[src/rtl/clock_divider_prog.sv]
// Multi-channel run-time programmable clock divider: each channel emits a 50% square wave
// plus a one-cycle tick on every rising edge. Define CLKDIV_SYNC_EN to add the sync_clr input.
module clock_divider_prog #(
  parameter int N_CH       = 4,
  parameter int DIV_W      = 16,
  parameter int INPUT_HZ   = 100_000_000,
  parameter int DEFAULT_HZ = 1_000,
  localparam int CH_W      = (N_CH > 1) ? $clog2(N_CH) : 1
) (
  input  logic              clk_in,
  input  logic              rst_n,
  input  logic              cfg_wr,
  input  logic [CH_W-1:0]   cfg_ch,
  input  logic [DIV_W-1:0]  cfg_div,
  output logic [N_CH-1:0]   clk_out,
  output logic [N_CH-1:0]   tick,
  output logic [N_CH-1:0]   pending
`ifdef CLKDIV_SYNC_EN
  ,
  input  logic              sync_clr
`endif
);

  localparam int DEFAULT_DIV = (INPUT_HZ / DEFAULT_HZ) / 2;

  if (DEFAULT_DIV >= (1 << DIV_W)) begin : g_bad_default
    $error("clock_divider_prog: DEFAULT_DIV does not fit in DIV_W bits");
  end

  logic syncClr;
`ifdef CLKDIV_SYNC_EN
  assign syncClr = sync_clr;
`else
  assign syncClr = 1'b0;
`endif

  for (genvar g = 0; g < N_CH; g++) begin : g_ch
    logic [DIV_W-1:0] cnt_q, cnt_d;
    logic [DIV_W-1:0] divAct_q, divAct_d;
    logic [DIV_W-1:0] divPend_q, divPend_d;
    logic             pend_q, pend_d;
    logic             clk_q, clk_d;
    logic             tick_q, tick_d;
    logic             wrHit, stopped, boundary;
    logic [DIV_W-1:0] newDiv;

    assign wrHit    = cfg_wr && (cfg_ch == CH_W'(g));
    assign stopped  = (divAct_q == '0);
    assign boundary = !stopped && (cnt_q == divAct_q - DIV_W'(1));
    // A write landing on the same cycle as a reload point beats an older pending value.
    assign newDiv   = wrHit ? cfg_div : (pend_q ? divPend_q : divAct_q);

    always_comb begin
      cnt_d     = cnt_q + DIV_W'(1);
      divAct_d  = divAct_q;
      divPend_d = divPend_q;
      pend_d    = pend_q;
      clk_d     = clk_q;
      tick_d    = 1'b0;
      if (syncClr || stopped) begin
        cnt_d    = '0;
        clk_d    = 1'b0;
        divAct_d = newDiv;
        pend_d   = 1'b0;
      end else if (boundary) begin
        cnt_d    = '0;
        divAct_d = newDiv;
        pend_d   = 1'b0;
        if (newDiv == '0) begin
          clk_d = 1'b0;
        end else begin
          clk_d  = ~clk_q;
          tick_d = ~clk_q;
        end
      end else if (wrHit) begin
        divPend_d = cfg_div;
        pend_d    = 1'b1;
      end
    end

    always_ff @(posedge clk_in) begin
      if (!rst_n) begin
        cnt_q     <= '0;
        divAct_q  <= DIV_W'(DEFAULT_DIV);
        divPend_q <= '0;
        pend_q    <= 1'b0;
        clk_q     <= 1'b0;
        tick_q    <= 1'b0;
      end else begin
        cnt_q     <= cnt_d;
        divAct_q  <= divAct_d;
        divPend_q <= divPend_d;
        pend_q    <= pend_d;
        clk_q     <= clk_d;
        tick_q    <= tick_d;
      end
    end

    assign clk_out[g] = clk_q;
    assign tick[g]    = tick_q;
    assign pending[g] = pend_q;
  end

endmodule

[config.mk]
export PLATFORM = sky130hd
export DESIGN_NAME = clock_divider_prog
export DESIGN_NICKNAME = d
export VERILOG_FILES = /design/src/rtl/clock_divider_prog.sv
export SDC_FILE = /design/constraint.sdc
export NUM_CORES = 1
export LEC_CHECK = 0
export ABC_AREA = 1
export CAP_MARGIN = 15
export CORE_MARGIN = 1
export CORE_UTILIZATION = 40
export CTS_BUF_LIST = sky130_fd_sc_hd__clkbuf_8
export CTS_CLUSTER_SIZE = 8
export DETAILED_ROUTE_END_ITERATION = 16
export GPL_TIMING_DRIVEN = 0
export PLACE_DENSITY = 0.53
export SLEW_MARGIN = 20
export SYNTH_ARGS = -nofsm -noshare
export SYNTH_HDL_FRONTEND = slang
export SYNTH_SLANG_ARGS = --single-unit
[constraint.sdc]
create_clock -name clk_in -period 3.07 [get_ports clk_in]
set_input_delay 0.307 -clock clk_in [delete_from_list [all_inputs] [get_ports clk_in]]
set_output_delay 0.307 -clock clk_in [all_outputs]
set_load 0.01 [all_outputs]
Word-level counts from Yosys, hierarchy flattened:

Cells that the tools add are included.

* flip-flop bits (word level): 204
* output and inout bits: 12

* $add $sub $neg: 8
* eq/ne operators: 7
* muxes and demuxes: 20
* bitwise logic cells: 13
* reduce and logical (&&, ||, !) cells: 41

Operators with widths (count)
* $mux W16: 16
* $logic_not A16 Y1: 8
* $add A16 B1 Y16 const B: 4
* $eq A16 B16 Y1: 4
* $sub A16 B1 Y16 const B: 4
* $reduce_or A3 Y1: 8
* $not A1 Y1: 13
* $reduce_and A3 Y1: 4
* $logic_and A1 B1 Y1: 8
* $reduce_bool A2 Y1: 4
* $reduce_or A2 Y1: 4
* $eq A2 B2 Y1 const B: 2
* $logic_not A1 Y1: 4
* $mux W1: 4
* $eq A2 B1 Y1 const B: 1
* $logic_not A2 Y1: 1

Depth between registers and ports, before layout:

* word-level depth: 5
* mapped depth: 19
* gate-level depth less buffers: 18

Least setup slack after synthesis:

Ideal clock, no wire load.

* path kind: register to register
* start point: register g_ch[2].divAct_q[1]
* end point: register g_ch[2].divAct_q[8]
* arrival time: 1911 ps
* required time: 2936 ps
* setup slack: 1025 ps
* cell stages (with the launch flop): 15
* buffers on the path: 1
* period minus slack after synthesis: 2045 ps
* path through: dfxtp_1 > inv_1 > ha_1 > nand2_2 > nor2_8 > nand2_1 > xor2_1 > nand4_1 > nor2_4 > nand2_8 > nand2_8 > inv_6 > buf_6 > nand2_1 > nand3_1

* cells in the longest elaborated chain, start to end: 4
* elaborated cells on any way between the ends: 7
* those cells by class: 1 x add/sub; 1 x eq/ne; 1 x mux; 4 x reduce/logical

Ends and longest elaborated chain
* start: declaration: line 39 `logic [DIV_W-1:0] divAct_q, divAct_d;`
* start signal: assignment: line 84 `divAct_q <= DIV_W'(DEFAULT_DIV);`
* start signal: assignment: line 91 `divAct_q <= divAct_d;`
* $sub A16 B1 Y16 / $logic_not A16 Y1 (equally long branches): line 49, 48
* $eq A16 B16 Y1 / $logic_not A1 Y1 (equally long branches): line 49 `assign boundary = !stopped && (cnt_q == divAct_q - DIV_W'(1));`
* $logic_and A1 B1 Y1: line 49
* $reduce_bool A2 Y1 (no source line)

Several ways; a longest one is shown, not always the timed one.
A chain may end at the register's enable or synchronous reset.

Final worst setup path:

* start point: register g_ch[0].divAct_q[0]
* end point: register g_ch[0].divPend_q[9]

* cells in the longest elaborated chain, start to end: 5
* elaborated cells on any way between the ends: 8
* those cells by class: 1 x add/sub; 1 x eq/ne; 2 x bitwise; 4 x reduce/logical

Ends and longest elaborated chain
* start: declaration: line 39
* start signal: assignment: line 84
* start signal: assignment: line 91
* $sub A16 B1 Y16 / $logic_not A16 Y1 (equally long branches): line 49, 48
* $eq A16 B16 Y1 / $logic_not A1 Y1 (equally long branches): line 49
* $logic_and A1 B1 Y1: line 49
* $not A1 Y1 (no source line)
* $reduce_and A3 Y1 (no source line) *
* end signal: assignment: line 92 `divPend_q <= divPend_d;`
* end: declaration: line 40 `logic [DIV_W-1:0] divPend_q, divPend_d;`

Mark *: on every way between the ends. The rest lies on a longest branch, timed or not.

==> run summary <==
Status: complete, no violations
Count of final setup violators: 0
Hold_buf cts: 0
CTS tree: done
Number of flops mapped to enable cells by yosys: 0
Sw Share: 26.7%
Clk root buf: clkbuf_8
Rows: 66
Wire length per cell: 13.9 µm
Synthesis Warnings: 0
First-pass GRT wire length: 60700 µm
Period utilization: 80.4%
Switching power: 1.54 mW
Post-synth cell types: 48
RSZ-0062 raised after global routing: false
Post-CTS Setup Repair Bufs: 0
Comb power frac: 9.2%
H-Tree Depth: 2
Overall routing resource usage: 22.6%
Internal power: 4.22 mW
Placed cell area: 14200 µm²
Area growth, synth to finish: 11.7%
Gp weighted congestion: 0.891
Final wirelength: 37100 µm
Tmin final: 2.47 ns
PD cells: 387 nW/µm²
Buffers on Ports: 32
Die area: 34000 µm²
Initial antenna violation count: 0
1st-iter DRT viols: 675
Die X: 184 µm
I/O pin cnt: 33
Pin count of the biggest net entering global routing: 11
Diode count: 0
Vias: 12500
Register bit count reported by yosys: 204
Initial core utilization: 40.8%
Setup crit end kind: flop
Avg Cell Area, Syn: 6.24 µm²
Async SR Flop Fraction: 0%
Cell area after layout: 14900 µm²
Largest area contributor in the netlist: dfxtp_1
Slew HR: 41.2%
CTS resizes: 0
HP Class: flop to flop
Worst endpoint data arrival time: 2.91 ns
DR pass1 iterations: 5
Vias in the first global route: 11900
Worst-Margin Slew: 0.883 ns
CTS Buf Count: 39
Worst path max stage delay: 0.33 ns
Max Cap Violations: 0
CP Launch Point: g_ch[0].divAct_q[0]$_SDFFE_PN0P_
DRC viols: 0
Synth Cell Area: 13300 µm²
Share of cells above drive strength 1: 9.11%
Post-DP HPWL: 28600 µm
Clk Latency, worst-skew pair: 0.55 ns
Core area: 32600 µm²
Endpoints failing hold: 0
Setup_tns: 0 ns
Die Y: 184 µm
LEAKAGE: 6.78 nW
Synthesized Nets: 2165
Fin. max-slew vios: 0
Cells after synthesis: 2136
Nets: 2238
Worst-path maximum fanout: 10
Post-synth top area share: 30.7%
R2r startpoint: g_ch[0].divAct_q[0]$_SDFFE_PN0P_
Setup CP Type: flop to flop
Top cells by area, synth: dfxtp_1, nand2_1, nor2_1, inv_1, o21ai_0
Leading register cell type out of synthesis: dfxtp_1
Worst-path clk slew: 0.05 ns
Hold Crit Start: g_ch[0].cnt_q[0]$_SDFF_PP0_
Startpoint types: flop
Sequential share of the synthesized area: 30.7%
Sequential Power Share: 47.6%
CTS Buffer Depth: 3
Post-DR vias/cell: 4.68
Clock power frac: 43.2%
Max Clock Freq: 405 MHz
Critical-path cell list: inv_1 -> ha_1 -> nand3_1 -> nor2_1 -> nand2_1 -> nor2_1 -> inv_1 -> clkbuf_1 -> nand3_2 -> buf_2 -> nand2_1 -> inv_1 -> nor2_1
Worst Path Required: 3.51 ns
Slowest CP cell: dfxtp_1
ANT nets after route: 0
Max rail drop VDD: 0.242 mV
Clock skew: 0.0141 ns
CTS sink count: 204
Total grt overflow: 0
[worst paths after layout]
kind	slack (ns)	depth (start not counted)	endpoint
setup / recovery	0.60	13	g_ch[0].divPend_q[9]$_SDFFE_PN0P_
hold / removal	0.46	1	g_ch[0].cnt_q[0]$_SDFF_PP0_
setup reg to reg	0.60	13	g_ch[0].divPend_q[9]$_SDFFE_PN0P_
hold reg to reg	0.46	1	g_ch[0].cnt_q[0]$_SDFF_PP0_
[flip-flops by register name (all words and copies together), names as in the netlist]
register,cells
g_ch.cnt_q,64
g_ch.divAct_q,64
g_ch.clk_q,4
g_ch.pend_q,4
g_ch.divPend_q,64
g_ch.tick_q,4
[metal layers]
layer  part of all wire, %  up-vias  global-route usage [%]
li1                      -     6792                       -
met1                    47     5408                    28.8
met2                    45      216                    37.5
met3                   4.3       75                    3.56
met4                   3.6        0                    9.53
met5                     0        -                       0
[stage by stage]
step / setup WS, ns / total power [mW] / hold slack, ns / utilization [%] / std cells
after CTS: 0.580 / 5.86 / 0.462 / 45.6 / 2670
after global routing: 0.317 / 6.06 / 0.497 / 45.6 / 2670
final: 0.602 / 5.76 / 0.460 / 45.6 / 2670
after detailed placement: 0.0995 / 3.33 / 0.455 / 43.5 / 2610
after global placement: 0.0579 / 3.32 / 0.450 / 43.5 / 2610
after floorplan: 1.03 / 3.15 / 0.436 / - / 2136
[power by group through the flow]
stage / Clock (mW) / Combinational (mW) / Sequential, mW
5_1_grt: 2.71 / 0.599 / 2.75
3_3_place_gp: 0 / 0.524 / 2.80
6_report: 2.49 / 0.528 / 2.75
3_5_place_dp: 0 / 0.529 / 2.80
4_1_cts: 2.59 / 0.531 / 2.75
2_1_floorplan: 0 / 0.362 / 2.79
[synthesized netlist by cell type, types with 3 or more instances]
master and number:
nor3b_1 11, o21ai_1 8, nand3b_1 8, buf_2 9
dfxtp_1 204, nor2_1 302, nor2_2 19, ha_1 8
nor2_4 7, nand2_1 595, o21ai_0 139, nand2_4 11
inv_2 25, inv_1 296, xor2_1 52, nand3_2 16
a21oi_1 33, o211ai_1 18, nor3_1 25, clkbuf_1 48
nand3_1 101, and3_1 3, nand3_4 4, nor4_1 3
nor3_2 4, xnor2_1 29, or2_2 5, nand4_2 3
nand4_1 81, nand2_2 15, buf_1 5, buf_6 14
buf_4 16
[kinds of logic (layout without fill, tap and decap cells)]
family          after synthesis  after routing  synth area share [%]
buf+inv                     418            510                  13.3
compound gates              202            202                  7.99
simple gates               1221           1221                  41.6
flops                       204            204                  30.7
xor+xnor                     83             83                  5.63
fa+ha+maj                     8              8                 0.751
[cell type report]
cell class	instances	area [µm²]
flip-flops and latches	204	4080
clock buffers	46	633
well taps	442	553
multi-input cells	1514	7460
repair buffers	32	320
plain buffers	94	557
fillers	3533	17700
clock inverters	14	53.8
inverters	324	1220
[critical path, delay by kind of cell, from the launching register on]
family / cells / cell delay (ns)
adder cells (fa/ha/maj): 1 / 0.23
AND/OR/NAND/NOR: 7 / 0.99
buffers and inverters: 5 / 0.81
flip-flops: 1 / 0.33
[cells in the final DEF, fill, tap and decap left out, drive strengths merged, types with 11 or more instances in the layout]
| master | synthesis | routed |
|---|---|---|
| nand3 | 121 | 121 |
| clkdlybuf4s50 | 0 | 32 |
| o211ai | 18 | 18 |
| inv | 322 | 335 |
| nor3b | 11 | 11 |
| nor2 | 330 | 330 |
| nor3 | 29 | 29 |
| nand2 | 623 | 623 |
| clkbuf | 48 | 94 |
| o21ai | 147 | 147 |
| dfxtp | 204 | 204 |
| nand4 | 84 | 84 |
| xnor2 | 29 | 29 |
| a21oi | 33 | 33 |
| buf | 46 | 46 |
| xor2 | 53 | 53 |
Power figures use the tool's default switching activity.
